<file path="config.mk">
export PLATFORM = sky130hd
export DESIGN_NAME = dcache_resp
export DESIGN_NICKNAME = d
export VERILOG_FILES = /design/src/rtl/dcache_resp_pkg.sv /design/src/rtl/dcache_line_array.sv /design/src/rtl/dcache_resp.sv
export SDC_FILE = /design/constraint.sdc
export NUM_CORES = 2
export LEC_CHECK = 0
export CAP_MARGIN = 20
export CELL_PAD_IN_SITES_DETAIL_PLACEMENT = 1
export CELL_PAD_IN_SITES_GLOBAL_PLACEMENT = 1
export CORE_MARGIN = 3
export CORE_UTILIZATION = 56
export CTS_CLUSTER_DIAMETER = 200
export CTS_CLUSTER_SIZE = 30
export DETAILED_ROUTE_END_ITERATION = 12
export DONT_BUFFER_PORTS = 1
export PLACE_DENSITY_LB_ADDON = 0.12
export SYNTH_ARGS = -nofsm -noshare
export SYNTH_HDL_FRONTEND = slang
export SYNTH_SLANG_ARGS = --single-unit
</file>
<file path="constraint.sdc">
create_clock -name clk -period 10.77 [get_ports clk]
set_input_delay 0.5385 -clock clk [delete_from_list [all_inputs] [get_ports clk]]
set_output_delay 0.5385 -clock clk [all_outputs]
set_load 0.05 [all_outputs]
</file>
<file path="src/rtl/dcache_resp_pkg.sv">
// Shared types and default sizes for the dcache_resp data-cache responder.
package dcache_resp_pkg;

  localparam int unsigned INDEX_BITS_DEF = 6;
  localparam int unsigned ADDR_W_DEF     = 32;
  localparam int unsigned DATA_W_DEF     = 32;

  typedef enum logic [1:0] {
    MEM_OP_NONE = 2'd0,
    MEM_OP_LW   = 2'd1,
    MEM_OP_SW   = 2'd2
  } mem_op_t;

  typedef enum logic [1:0] {
    IDLE      = 2'd0,
    MISS_REQ  = 2'd1,
    MISS_WAIT = 2'd2,
    WR_REQ    = 2'd3
  } dcache_state_t;

endpackage

</file>
<file path="src/rtl/dcache_line_array.sv">
// Direct-mapped valid/tag/data storage: combinational read, one synchronous write port.
module dcache_line_array #(
  parameter int unsigned INDEX_BITS = 6,
  parameter int unsigned TAG_W      = 24,
  parameter int unsigned DATA_W     = 32
) (
  input  logic                  clk,
  input  logic                  rst,
  input  logic [INDEX_BITS-1:0] rd_index,
  output logic                  rd_valid_c,
  output logic [TAG_W-1:0]      rd_tag_c,
  output logic [DATA_W-1:0]     rd_data_c,
  input  logic                  wr_en,
  input  logic [INDEX_BITS-1:0] wr_index,
  input  logic [TAG_W-1:0]      wr_tag,
  input  logic [DATA_W-1:0]     wr_data
);

  localparam int unsigned LINES = 2 ** INDEX_BITS;

  logic [LINES-1:0]  valid;
  logic [TAG_W-1:0]  tags [LINES];
  logic [DATA_W-1:0] data [LINES];

  // Only the valid bits are cleared; tag/data contents are don't-care until filled.
  always_ff @(posedge clk or posedge rst) begin
    if (rst) begin
      valid <= '0;
    end else if (wr_en) begin
      valid[wr_index] <= 1'b1;
    end
  end

  always_ff @(posedge clk) begin
    if (wr_en) begin
      tags[wr_index] <= wr_tag;
      data[wr_index] <= wr_data;
    end
  end

  assign rd_valid_c = valid[rd_index];
  assign rd_tag_c   = tags[rd_index];
  assign rd_data_c  = data[rd_index];

endmodule

</file>
<file path="src/rtl/dcache_resp.sv">
// Direct-mapped write-through data-cache responder for the MEM stage.
// Optional hit/miss counters are enabled with `define DCACHE_STATS_EN.
module dcache_resp
  import dcache_resp_pkg::*;
#(
  parameter int unsigned INDEX_BITS = INDEX_BITS_DEF,
  parameter int unsigned ADDR_W     = ADDR_W_DEF,
  parameter int unsigned DATA_W     = DATA_W_DEF
) (
  input  logic              clk,
  input  logic              rst,
  input  logic              req_valid,
  input  logic [1:0]        req_mem_op,
  input  logic [ADDR_W-1:0] req_addr,
  input  logic [DATA_W-1:0] req_wdata,
  output logic              req_ready,
  output logic              resp_valid,
  output logic [DATA_W-1:0] resp_rdata,
  output logic              mem_req_valid,
  output logic              mem_req_we,
  output logic [ADDR_W-1:0] mem_req_addr,
  output logic [DATA_W-1:0] mem_req_wdata,
  input  logic              mem_req_ready,
  input  logic              mem_resp_valid,
  input  logic [DATA_W-1:0] mem_resp_rdata
`ifdef DCACHE_STATS_EN
  ,
  output logic [31:0]       hit_count,
  output logic [31:0]       miss_count
`endif
);

  localparam int unsigned TAG_W = ADDR_W - INDEX_BITS - 2;

  dcache_state_t state_q, state_d;
  mem_op_t       op;

  logic [INDEX_BITS-1:0] req_index, fill_index, wr_index;
  logic [TAG_W-1:0]      req_tag, fill_tag, line_tag, wr_tag;
  logic [DATA_W-1:0]     line_data, wr_data;
  logic                  line_valid, hit, wr_en;
  logic                  count_hit, count_miss;

  logic              req_ready_d, resp_valid_d, mem_req_valid_d, mem_req_we_d;
  logic [DATA_W-1:0] resp_rdata_d, mem_req_wdata_d;
  logic [ADDR_W-1:0] mem_req_addr_d;

  logic unused_addr_bits;
  assign unused_addr_bits = ^req_addr[1:0];

  assign op         = mem_op_t'(req_mem_op);
  assign req_index  = req_addr[INDEX_BITS+1:2];
  assign req_tag    = req_addr[ADDR_W-1:INDEX_BITS+2];
  assign fill_index = mem_req_addr[INDEX_BITS+1:2];
  assign fill_tag   = mem_req_addr[ADDR_W-1:INDEX_BITS+2];
  assign hit        = line_valid && (line_tag == req_tag);

  dcache_line_array #(
    .INDEX_BITS (INDEX_BITS),
    .TAG_W      (TAG_W),
    .DATA_W     (DATA_W)
  ) u_lines (
    .clk        (clk),
    .rst        (rst),
    .rd_index   (req_index),
    .rd_valid_c (line_valid),
    .rd_tag_c   (line_tag),
    .rd_data_c  (line_data),
    .wr_en      (wr_en),
    .wr_index   (wr_index),
    .wr_tag     (wr_tag),
    .wr_data    (wr_data)
  );

  // Next-state, array write port and next values of every registered output.
  always_comb begin
    state_d         = state_q;
    resp_valid_d    = 1'b0;
    resp_rdata_d    = resp_rdata;
    mem_req_valid_d = 1'b0;
    mem_req_we_d    = mem_req_we;
    mem_req_addr_d  = mem_req_addr;
    mem_req_wdata_d = mem_req_wdata;
    wr_en           = 1'b0;
    wr_index        = req_index;
    wr_tag          = req_tag;
    wr_data         = req_wdata;
    count_hit       = 1'b0;
    count_miss      = 1'b0;

    unique case (state_q)
      IDLE: begin
        if (req_valid && op == MEM_OP_LW) begin
          if (hit) begin
            resp_valid_d = 1'b1;
            resp_rdata_d = line_data;
            count_hit    = 1'b1;
          end else begin
            mem_req_valid_d = 1'b1;
            mem_req_we_d    = 1'b0;
            mem_req_addr_d  = {req_addr[ADDR_W-1:2], 2'b00};
            count_miss      = 1'b1;
            state_d         = MISS_REQ;
          end
        end else if (req_valid && op == MEM_OP_SW) begin
          // A store hit rewrites data with the same tag; a miss never allocates.
          wr_en           = hit;
          mem_req_valid_d = 1'b1;
          mem_req_we_d    = 1'b1;
          mem_req_addr_d  = {req_addr[ADDR_W-1:2], 2'b00};
          mem_req_wdata_d = req_wdata;
          state_d         = WR_REQ;
        end
      end
      MISS_REQ: begin
        mem_req_valid_d = !mem_req_ready;
        if (mem_req_ready) state_d = MISS_WAIT;
      end
      MISS_WAIT: begin
        if (mem_resp_valid) begin
          wr_en        = 1'b1;
          wr_index     = fill_index;
          wr_tag       = fill_tag;
          wr_data      = mem_resp_rdata;
          resp_valid_d = 1'b1;
          resp_rdata_d = mem_resp_rdata;
          state_d      = IDLE;
        end
      end
      WR_REQ: begin
        mem_req_valid_d = !mem_req_ready;
        if (mem_req_ready) begin
          resp_valid_d = 1'b1;
          resp_rdata_d = '0;
          state_d      = IDLE;
        end
      end
      default: state_d = IDLE;
    endcase

    req_ready_d = (state_d == IDLE);
  end

  always_ff @(posedge clk or posedge rst) begin
    if (rst) begin
      state_q       <= IDLE;
      req_ready     <= 1'b1;
      resp_valid    <= 1'b0;
      resp_rdata    <= '0;
      mem_req_valid <= 1'b0;
      mem_req_we    <= 1'b0;
      mem_req_addr  <= '0;
      mem_req_wdata <= '0;
    end else begin
      state_q       <= state_d;
      req_ready     <= req_ready_d;
      resp_valid    <= resp_valid_d;
      resp_rdata    <= resp_rdata_d;
      mem_req_valid <= mem_req_valid_d;
      mem_req_we    <= mem_req_we_d;
      mem_req_addr  <= mem_req_addr_d;
      mem_req_wdata <= mem_req_wdata_d;
    end
  end

`ifdef DCACHE_STATS_EN
  // Wrapping load hit/miss counters, bumped at acceptance.
  always_ff @(posedge clk or posedge rst) begin
    if (rst) begin
      hit_count  <= '0;
      miss_count <= '0;
    end else begin
      if (count_hit)  hit_count  <= hit_count + 32'd1;
      if (count_miss) miss_count <= miss_count + 32'd1;
    end
  end
`else
  logic unused_counts;
  assign unused_counts = count_hit ^ count_miss;
`endif

endmodule

</file>
==> Flow_metrics.wiki <==
{| class="wikitable"
! Metric !! Value
|-
| Initial standard-cell utilization of the core || 56.43%
|-
| Hold_sp || req_addr[27]
|-
| First element of the critical path || req_addr[3]
|-
| Share of async-settable or async-resettable flops after synthesis || under 10%
|-
| Multi-input logic area || ~32000 µm²
|-
| Worst path max stage delay || 830 ps
|-
| Setup_tns || 0 ps
|-
| Post-synth EDFFs || roughly 3600
|-
| Antenna violations before repair || 14
|-
| Final hold vios || 0
|-
| Ratio of cells with drive above 1 in the final layout || 22.87%
|-
| TritonCTS clock tree || yes
|-
| Reg2reg start || u_lines.tags[19][19]$_DFFE_PP_
|-
| Finish-stage setup viols || 0
|-
| Clock Path Buffers || 3
|-
| Cell area after synthesis || 145200 µm²
|-
| Setup repair after global routing missed its margin || false
|-
| Number of DRC violations after detailed routing || 0
|-
| Slew at the pin closest to its max-slew limit || 1423 ps
|-
| HPWL after detailed placement || 238.9 mm
|-
| Total wire length || 431.6 mm
|-
| Dominant delay contributor by cell family on the critical path || simple AND/OR/NAND/NOR gates
|-
| Total Power Consumption || 28690 µW
|-
| Total of max-cap violations || 0
|-
| Met2 layer wire length in the routed design || 211.5 mm
|-
| Core Footprint || 257400 µm²
|-
| Worst EP arrival || around 7700 ps
|-
| Outcome || completed
|-
| Sort of element at the start of the critical path || input pin
|-
| Core Util, Final || 60.61%
|-
| Die Area || 265500 µm²
|-
| Ordered cell list for the critical path || buf_16, buf_16, mux4_2, mux2i_1, o22ai_1, nor3_1, a41oi_1, nor4_1, nand4_1, nor4_4, buf_4, a31oi_2, buf_8, nor2_4, buf_4
|-
| Port bufs || 0
|-
| Most frequent cells after synthesis || edfxtp_1, mux4_2, nand2_1, mux2i_1, dfrtp_1
|-
| Metal3 WL || 41.47 mm
|-
| Global-route wire length before repair || around 600 mm
|-
| Design area || around 160000 µm²
|-
| Seq/Total Area, Yosys || 76.92%
|-
| Overall overflow remaining after global route || 0
|-
| Synth cell types || 85
|-
| Number of detailed-route iterations in the first pass || 5
|-
| Row count || 186
|-
| Register-to-Register Setup Slack || 4430 ps
|-
| Uppermost layer routed || met5
|-
| Cell with the most instances after synthesis || edfxtp_1
|-
| Main flop type after synthesis || edfxtp_1
|-
| Worst setup path class || input pin to register
|-
| WL met1 || about 160 mm
|-
| Skew-Pair Late Insertion Delay || a little under 900 ps
|-
| Synthesized instance count || 6609
|-
| Vias after detailed routing || 72690
|-
| Max-slew violation count || 0
|-
| Avg Cell Area, Syn || 21.98 µm²
|-
| Total number of nets in the final design || between 6000 and 7000
|-
| Cell at the root of the clock tree || clkbuf_16
|-
| Max-slew headroom || 5.151%
|-
| Maximum number of pins on one net before global-route repair || 803
|-
| Data required time of the critical path || 11270 ps
|-
| Total placed instance area || 150700 µm²
|-
| Yosys reg bits || 3748
|-
| Number of global-route vias before repair || between 70000 and 80000
|-
| Area Growth Syn to Fin || 7.400%
|-
| Max frequency || 138.5 MHz
|-
| Worst setup skew after layout || 52.14 ps
|-
| Clk slew on worst S/H paths || between 100 and 150 ps
|-
| Final worst path period share || 67.06%
|-
| Yosys warning count || 0
|-
| Wire per inst || 42.26 µm
|-
| PwrDens || 183.9 nW/µm²
|-
| Element type at the critical path end || register
|-
| Seq. cell area || 111700 µm²
|-
| Final weighted congestion of routability-driven global placement || 0.8327
|-
| CP max stage cell || nor2_4
|-
| Antenna-violating nets left || 0
|-
| Combined buffer and inverter count along the critical path || 5
|-
| GR Util All Layers || 32.82%
|-
| DR vias/cell || 7.117
|-
| Clock buffer count from CTS || between 100 and 150
|-
| CTS HTree Levels || 4
|-
| Class of the tightest hold or removal check || input pin to register
|-
| I/O pin count || 203
|-
| Critical-path maximum fanout || 151
|-
| Total clock sinks || 3748
|-
| Die Wd || 515.3 µm
|-
| Filler cells || just over 20000
|-
| IR drop worst, VDD || between 150 and 200 µV
|-
| Library cell occupying the most area in the post-synthesis netlist || edfxtp_1
|-
| Tightest hold margin || ~110 ps
|-
| Die H || around 500 µm
|-
| Static leakage || 0.04913 µW
|-
| Top-area cell type share of the netlist area || 74.10%
|-
| Drt first-iter violations || 11210
|-
| Largest cells by area after synthesis || edfxtp_1, mux4_2, dfrtp_1
|-
| Post-route minimum period || 7222 ps
|}
==> flip-flops by register name, indices dropped and copies added, names as in the netlist <==
signal and flops:
u_lines.data 2048, u_lines.tags 1536, u_lines.valid 64, mem_req_wdata 32, resp_rdata 32, mem_req_addr 30, state_q 2, mem_req_valid 1
mem_req_we 1, req_ready 1, resp_valid 1
==> worst paths after layout <==
path,to,cells after the start
min reg2reg,u_lines.valid[58]$_DFFE_PP0P_,1
max in group asynchronous,resp_rdata[4]$_DFFE_PP0P_,3
min,u_lines.tags[43][19]$_DFFE_PP_,2
min in group asynchronous,mem_req_addr[31]$_DFFE_PP0P_,2
max reg2reg,u_lines.data[36][29]$_DFFE_PP_,13
max,u_lines.data[36][29]$_DFFE_PP_,15
==> routing by layer <==
metal	track usage [%]	up-vias
li1	-	27710
met1	45.73	39930
met2	53.05	4349
met3	5.891	701
met4	11.52	2
met5	0	-
==> cell families after synthesis <==
group	count (synthesis)	synth area share, %
DFF	3748	76.92
muxes	1302	17.15
and+or+nand+nor	747	2.327
AOI/OAI and AO/OA	407	2.076
buffers and inverters	384	1.400
xor gates and xnor gates	20	0.1206
other	1	0.002582
==> metrics by stage <==
step	worst slack [ps]	cells
finish	3548	10210
global route	3573	10210
CTS	3763	10190
detailed placement	2817	9887
global placement	2609	9881
floorplan	4484	6610
==> cell usage in the layout, fill, tap and decap left out, drive strengths merged, types with 19 or more instances in the layout <==
cell	n
nor4	23
a31oi	20
nor2b	23
nand2	379
buf	275
mux2	73
o21ai	22
nand3	69
inv	19
o21bai	64
clkbuf	203
nor2	124
a22o	40
mux2i	295
o22ai	27
mux4	934
a21oi	39
dlygate4sd3	90
and3	26
dfrtp	163
a22oi	120
nor3	33
edfxtp	3584
==> cell type report <==
type	instances	area share, %
flip-flops and latches	3748	71.62
multi-input cells	2478	20.62
well taps	3384	2.714
clock buffers	203	2.520
repair buffers	365	2.408
inverters	17	0.05454
clock inverters	6	0.04010
diodes	13	0.02085
==> worst reg2reg max path: stages, from the launching register on <==
cell and delay [ps]:
edfxtp_1 380, mux4_2 470, mux2i_1 240, o22ai_1 130, nor3_1 800, a41oi_1 280, nor4_1 530, nand4_1 220
nor4_4 480, buf_4 390, a31oi_2 320, buf_8 260, nor2_4 830, buf_4 620
==> report_power, final <==
| group | internal, µW | leakage [µW] | switching (µW) | total [µW] |
|---|---|---|---|---|
| sequential | 17400 | 0.0344 | 926 | 18400 |
| combinational | 1060 | 0.0128 | 2450 | 3510 |
| clock | 2590 | 0.00193 | 4240 | 6830 |
| total | 21100 | 0.0491 | 7610 | 28700 |
==> timing repair <==
| item | 4_1_cts | 5_1_grt |
|---|---|---|
| hold buffers | 90 | 0 |
| buffers inserted | 0 | 0 |
| resized for setup | 0 | 0 |
| endpoints found under the hold margin | 201 | 0 |
Power figures use the tool's default switching activity.
